File: src/rtl/dmem_port_arbiter.sv
// Shares the single-port data memory between the scalar and vector load/store paths.
// Define DMEM_ARB_PERF_CNT_EN to add grant and starvation performance counters.
module dmem_port_arbiter #(
  parameter int unsigned ADDR_W   = 32,
  parameter int unsigned DATA_W   = 32,
  parameter int unsigned RD_LAT   = 1,
  parameter int unsigned MAX_WAIT = 8
) (
  input  logic              clk,
  input  logic              reset,
  input  logic              scalar_load_req_i,
  input  logic              scalar_store_req_i,
  input  logic [ADDR_W-1:0] scalar_address_i,
  input  logic [DATA_W-1:0] scalar_wdata_i,
  output logic              scalar_ack_o,
  output logic              scalar_stall_o,
  output logic [DATA_W-1:0] scalar_rdata_o,
  output logic              scalar_rvalid_o,
  input  logic              vec_re_i,
  input  logic              vec_we_i,
  input  logic [ADDR_W-1:0] vec_load_address_i,
  input  logic [ADDR_W-1:0] vec_store_address_i,
  input  logic [DATA_W-1:0] vec_wdata_i,
  output logic              vec_ack_o,
  output logic              vec_ack_is_store_o,
  output logic              vector_stall_o,
  output logic [DATA_W-1:0] vec_rdata_o,
  output logic              vec_rvalid_o,
  output logic              mem_we_o,
  output logic              mem_re_o,
  output logic [ADDR_W-1:0] mem_address_o,
  output logic [DATA_W-1:0] mem_wdata_o,
  input  logic [DATA_W-1:0] mem_rdata_i
`ifdef DMEM_ARB_PERF_CNT_EN
  ,
  output logic [31:0]       scalar_grant_cnt_o,
  output logic [31:0]       vec_grant_cnt_o,
  output logic [15:0]       starve_cnt_o
`endif
);

  localparam int unsigned WAIT_W = $clog2(MAX_WAIT + 1);
  localparam logic [WAIT_W-1:0] WAIT_MAX = WAIT_W'(MAX_WAIT);

  typedef struct packed {
    logic valid;
    logic vec;
  } tag_t;

  logic              scalar_pending;
  logic              vec_pending;
  logic              force_scalar;
  logic              scalar_grant;
  logic              vec_grant;
  logic [WAIT_W-1:0] wait_cnt_q;
  logic [WAIT_W-1:0] wait_cnt_d;
  logic              issue_vec_q;
  tag_t              tag_in;
  tag_t [RD_LAT-1:0] tag_q;
  tag_t [RD_LAT-1:0] tag_d;
  logic              ret_valid;
  logic [DATA_W-1:0] scalar_rdata_q;
  logic [DATA_W-1:0] vec_rdata_q;

  // Grant: vector first unless the scalar side has waited MAX_WAIT cycles.
  assign scalar_pending = scalar_load_req_i | scalar_store_req_i;
  assign vec_pending    = vec_re_i | vec_we_i;
  assign force_scalar   = scalar_pending & (wait_cnt_q == WAIT_MAX);
  assign vec_grant      = reset & vec_pending & ~force_scalar;
  assign scalar_grant   = reset & scalar_pending & ~vec_grant;

  assign scalar_ack_o       = scalar_grant;
  assign vec_ack_o          = vec_grant;
  assign vec_ack_is_store_o = vec_grant & vec_we_i;
  assign scalar_stall_o     = reset & scalar_pending & ~scalar_grant;
  assign vector_stall_o     = reset & vec_pending & ~vec_grant;

  always_comb begin
    wait_cnt_d = wait_cnt_q;
    if (!scalar_pending || scalar_grant) begin
      wait_cnt_d = '0;
    end else if (wait_cnt_q != WAIT_MAX) begin
      wait_cnt_d = wait_cnt_q + WAIT_W'(1);
    end
  end

  // Registered memory issue; stores take precedence within each requester.
  always_ff @(posedge clk) begin
    if (!reset) begin
      wait_cnt_q    <= '0;
      mem_we_o      <= 1'b0;
      mem_re_o      <= 1'b0;
      mem_address_o <= '0;
      mem_wdata_o   <= '0;
      issue_vec_q   <= 1'b0;
    end else begin
      wait_cnt_q <= wait_cnt_d;
      mem_we_o   <= 1'b0;
      mem_re_o   <= 1'b0;
      if (vec_grant) begin
        issue_vec_q <= 1'b1;
        mem_we_o    <= vec_we_i;
        mem_re_o    <= ~vec_we_i;
        if (vec_we_i) begin
          mem_address_o <= vec_store_address_i;
          mem_wdata_o   <= vec_wdata_i;
        end else begin
          mem_address_o <= vec_load_address_i;
        end
      end else if (scalar_grant) begin
        issue_vec_q   <= 1'b0;
        mem_we_o      <= scalar_store_req_i;
        mem_re_o      <= ~scalar_store_req_i;
        mem_address_o <= scalar_address_i;
        if (scalar_store_req_i) begin
          mem_wdata_o <= scalar_wdata_i;
        end
      end
    end
  end

  // Tag pipeline tracks read ownership across the memory latency.
  assign tag_in = '{valid: mem_re_o, vec: issue_vec_q};

  if (RD_LAT == 1) begin : g_lat1
    assign tag_d = tag_in;
  end else begin : g_latn
    assign tag_d = {tag_q[RD_LAT-2:0], tag_in};
  end

  always_ff @(posedge clk) begin
    if (!reset) begin
      tag_q <= '0;
    end else begin
      tag_q <= tag_d;
    end
  end

  assign ret_valid       = reset & tag_q[RD_LAT-1].valid;
  assign scalar_rvalid_o = ret_valid & ~tag_q[RD_LAT-1].vec;
  assign vec_rvalid_o    = ret_valid & tag_q[RD_LAT-1].vec;
  assign scalar_rdata_o  = scalar_rvalid_o ? mem_rdata_i : scalar_rdata_q;
  assign vec_rdata_o     = vec_rvalid_o ? mem_rdata_i : vec_rdata_q;

  // Non-owner read data holds the last value delivered to it.
  always_ff @(posedge clk) begin
    if (!reset) begin
      scalar_rdata_q <= '0;
      vec_rdata_q    <= '0;
    end else begin
      if (scalar_rvalid_o) scalar_rdata_q <= mem_rdata_i;
      if (vec_rvalid_o)    vec_rdata_q    <= mem_rdata_i;
    end
  end

`ifdef DMEM_ARB_PERF_CNT_EN
  // Grant counters wrap; the forced-grant counter saturates.
  always_ff @(posedge clk) begin
    if (!reset) begin
      scalar_grant_cnt_o <= '0;
      vec_grant_cnt_o    <= '0;
      starve_cnt_o       <= '0;
    end else begin
      if (scalar_grant) scalar_grant_cnt_o <= scalar_grant_cnt_o + 32'(1);
      if (vec_grant)    vec_grant_cnt_o    <= vec_grant_cnt_o + 32'(1);
      if (scalar_grant && force_scalar && (starve_cnt_o != 16'hFFFF)) begin
        starve_cnt_o <= starve_cnt_o + 16'(1);
      end
    end
  end
`endif

endmodule

File: config.mk
export PLATFORM = sky130hd
export DESIGN_NAME = dmem_port_arbiter
export DESIGN_NICKNAME = d
export VERILOG_FILES = /design/src/rtl/dmem_port_arbiter.sv
export SDC_FILE = /design/constraint.sdc
export NUM_CORES = 1
export LEC_CHECK = 0
export CAP_MARGIN = 0
export CORE_AREA = 4 4 132 134
export DETAILED_ROUTE_END_ITERATION = 6
export DIE_AREA = 0 0 136 138
export GPL_TIMING_DRIVEN = 0
export PLACE_DENSITY = 0.8
export SYNTH_ARGS = -nofsm -noshare
export SYNTH_HDL_FRONTEND = slang
export SYNTH_SLANG_ARGS = --single-unit
File: constraint.sdc
create_clock -name clk -period 2.4 [get_ports clk]
set_input_delay 0.48 -clock clk [delete_from_list [all_inputs] [get_ports clk]]
set_output_delay 0.48 -clock clk [all_outputs]
set_load 0.05 [all_outputs]
==> out/qor.txt <==
Clock Path Buffers: 2
Worst Setup Start Kind: primary input
IO Pins: 335
Max-Cap Viols: 0
Die Ht: 138 um
fillcell total: 1382
Final Power: 6.79 mW
Die Footprint: 18800 sq um
Synth Area in Compound Gates: 9.44%
Core ar.: 16300 sq um
RSZ-0062 raised after global routing: yes
slowest library cell on the worst path: dlygate4sd2_1
DRC: 0
reg2reg setup slack: 0.15 ns
Netlist cell types: 31
first-pass GRT wire length: 33.5 mm
Cells after DPL: 1210
multi-input logic area: 3410 sq um
layout cells sized above 1: 24.1%
EDFF count, synth: 0
Congestion Overflow GR: 0
initial antenna violation count: 0
Synthesized Nets: 858
routed wire length: 22.2 mm
Tcrit/Tclk final: 103%
diode count: 0
failing checks: setup timing
pin count of the biggest net entering global routing: 17
final hold violation count: 0
R2R depth: 9
Seq/Total Area, Yosys: 42.9%
Synth Cell Area: 6390 sq um
Pwr Density: 637 nW/um^2
Setup CP Type: primary input to output pin
Reg clk slew, reported paths: 0.06 ns
reg2reg start: wait_cnt_q[1]
Syn. warnings: 0
Critical Path Fanout Max: 8
CP Capture Point: scalar_stall_o
register area: 2750 sq um
Synth Area in Adders: 0.392%
Avg WL per Cell: 17.6 um
post-synthesis xor/xnor area fraction: 0.411%
CTS buffer count: 17
Initial Util: 39.2%
Worst Clk Skew: 0.00512 ns
Arrival @ worst endpoint: 1.99 ns
mux cell area share after synthesis: 22.2%
clock sinks: 137
hold_buf cts: 0
worst reg2reg endpoint: mem_wdata_o[26]
maximum clock rate: 404 MHz
status: finished, violations left
CP top delay family: buffers and inverters
worst hold path class: register to register
largest family of logic cells by synthesized area: multiplexers
post-detail-place hpwl: 16.9 mm
Setup TNS: -0.141 ns
Nets: 1226
critical path endpoint category: output pin
Worst-Margin Slew: 0.679 ns
Final min period: 2.47 ns
WP buf/inv: 7
drt first pass iters: 4
Initial DRC Count: 316
ys flop type: dfxtp_1
H-tree depth: 4
CP required: 1.92 ns
Max stage delay on crit path: 0.27 ns
Die X: 136 um
vias: 6286
final worst slack: -0.0737 ns
# setup viols final: 2
slew margin rel.: 54.7%
Area growth syn-to-layout: 66.9%
vias per cell: 4.99
biggest area consumer among synthesized cells: dfxtp_1
total track usage: 22.4%
row count: 47
Yosys reg bits: 137
fin. max-slew vios: 0
routability congestion estimate: 0.873
number of global-route vias before repair: 6285
crit path from: scalar_load_req_i
CP cell instances: dlygate4sd2_1 -> or2_1 -> buf_6 -> a21o_1 -> buf_8 -> inv_4 -> buf_6 -> nand3_4 -> clkinvlp_4 -> buf_8
worst vdd ir: 476 uV
simple-gate share of the synthesized area: 20.2%
Clock Latency Late Sink: 0.41 ns
CTS tree: built
Non-Filler Instances: 1259
Stages on worst setup path: 10
LEAKAGE: 4.72 nW
Async SR Flop Fraction: 0%
Post-Synthesis Cells: 658
ranking of synthesized cells by area: dfxtp_1, mux2_2, and2_1
Port Buf Inserts: 332
most common cell in the synthesized netlist: dfxtp_1
top cell type's share of synthesized area: 42.9%
Commonest cells post-synth: dfxtp_1, mux2_2, nand2_1
clk root buf: clkbuf_16
synthesized area per cell: 9.71 sq um
DRT antenna net count: 0
## registers in the layout, summed over array words and instances (netlist names)
register	count
vec_rdata_q	32
scalar_rdata_q	32
mem_address_o	32
mem_we_o	1
mem_wdata_o	32
tag_q	2
wait_cnt_q	4
issue_vec_q	1
mem_re_o	1
## layer usage
layer | vias to the layer above | GRT usage, % | share of wire (%)
met5 | - | 0 | 0
met4 | 0 | 6.05 | 1.7
met3 | 25 | 7.74 | 8.7
met1 | 2949 | 25.7 | 40
met2 | 265 | 39.5 | 50
li1 | 3047 | - | -
## metrics by stage
stage / worst slack [ns] / hold WS (ns) / area, sq um / util (%)
2_1_floorplan: 0.0373 / 0.428 / 6410 / -
3_5_place_dp: -1.58 / 0.446 / 10000 / 61.4
3_3_place_gp: -1.57 / 0.440 / 10000 / 61.4
5_1_grt: -0.141 / 0.476 / 10700 / 65.4
6_report: -0.0737 / 0.458 / 10700 / 65.4
4_1_cts: -0.108 / 0.445 / 10700 / 65.7
## cell type report
cell class	count	share of cell area, %
clock inverters	10	1.31
repair buffers	351	30.5
clock buffers	22	4.45
multi-input cells	452	32.0
plain buffers	60	3.09
flip-flops and latches	137	25.8
inverters	7	0.305
well taps	220	2.58
## power breakdown
part / internal, mW / switching [mW] / total, mW
sequential: 2.39 / 0.0535 / 2.44
combinational: 0.751 / 0.897 / 1.65
clock: 1.72 / 0.978 / 2.70
total: 4.86 / 1.93 / 6.79
## how the worst min path moves through the flow
stage                       start  endpoint  slack, ns  depth (start not counted)
6_report              issue_vec_q  tag_q[0]       0.46                          1
3_5_place_dp          issue_vec_q  tag_q[0]       0.45                          1
3_3_place_gp          issue_vec_q  tag_q[0]       0.44                          1
4_1_cts        scalar_store_req_i  mem_re_o       0.45                          2
5_1_grt        scalar_store_req_i  mem_re_o       0.48                          2
2_1_floorplan         issue_vec_q  tag_q[0]       0.43                          1
## kinds of logic (layout without fill, tap and decap cells)
family                     Yosys count  count (layout)
AOI/OAI and AO/OA                   71              71
xor gates and xnor gates             3               3
adders and majority gates            2               2
buffers and inverters               69             450
DFF                                137             137
muxes                              128             128
and+or+nand+nor                    248             248
## worst register-to-register path: stages (launching register included)
cell,delay (ns)
dfxtp_2,0.33
inv_2,0.07
ha_4,0.13
buf_4,0.10
nand3b_1,0.09
o21ai_0,0.29
clkbuf_1,0.41
clkbuf_1,0.42
o21bai_1,0.15
o311a_1,0.14
## cell usage in the layout, fill, tap and decap left out, types with 32 or more instances in the layout
master and count:
nand2_1 68, o311a_1 32, and2_1 66, clkbuf_1 35
mux2i_1 32, nand3_1 65, mux2_2 92, o21bai_1 32
and3_1 32, buf_2 52, dfxtp_1 135, clkdlybuf4s50_1 259
## repair_timing
| action | 4_1_cts | 5_1_grt |
|---|---|---|
| pin swaps | 2 | 3 |
| hold endpoints to repair | 0 | 0 |
| setup buffers | 13 | 6 |
| resized for setup | 319 | 63 |
| endpoints found under the setup margin | 92 | 91 |
Note: power is estimated with default switching activity, not from simulation.
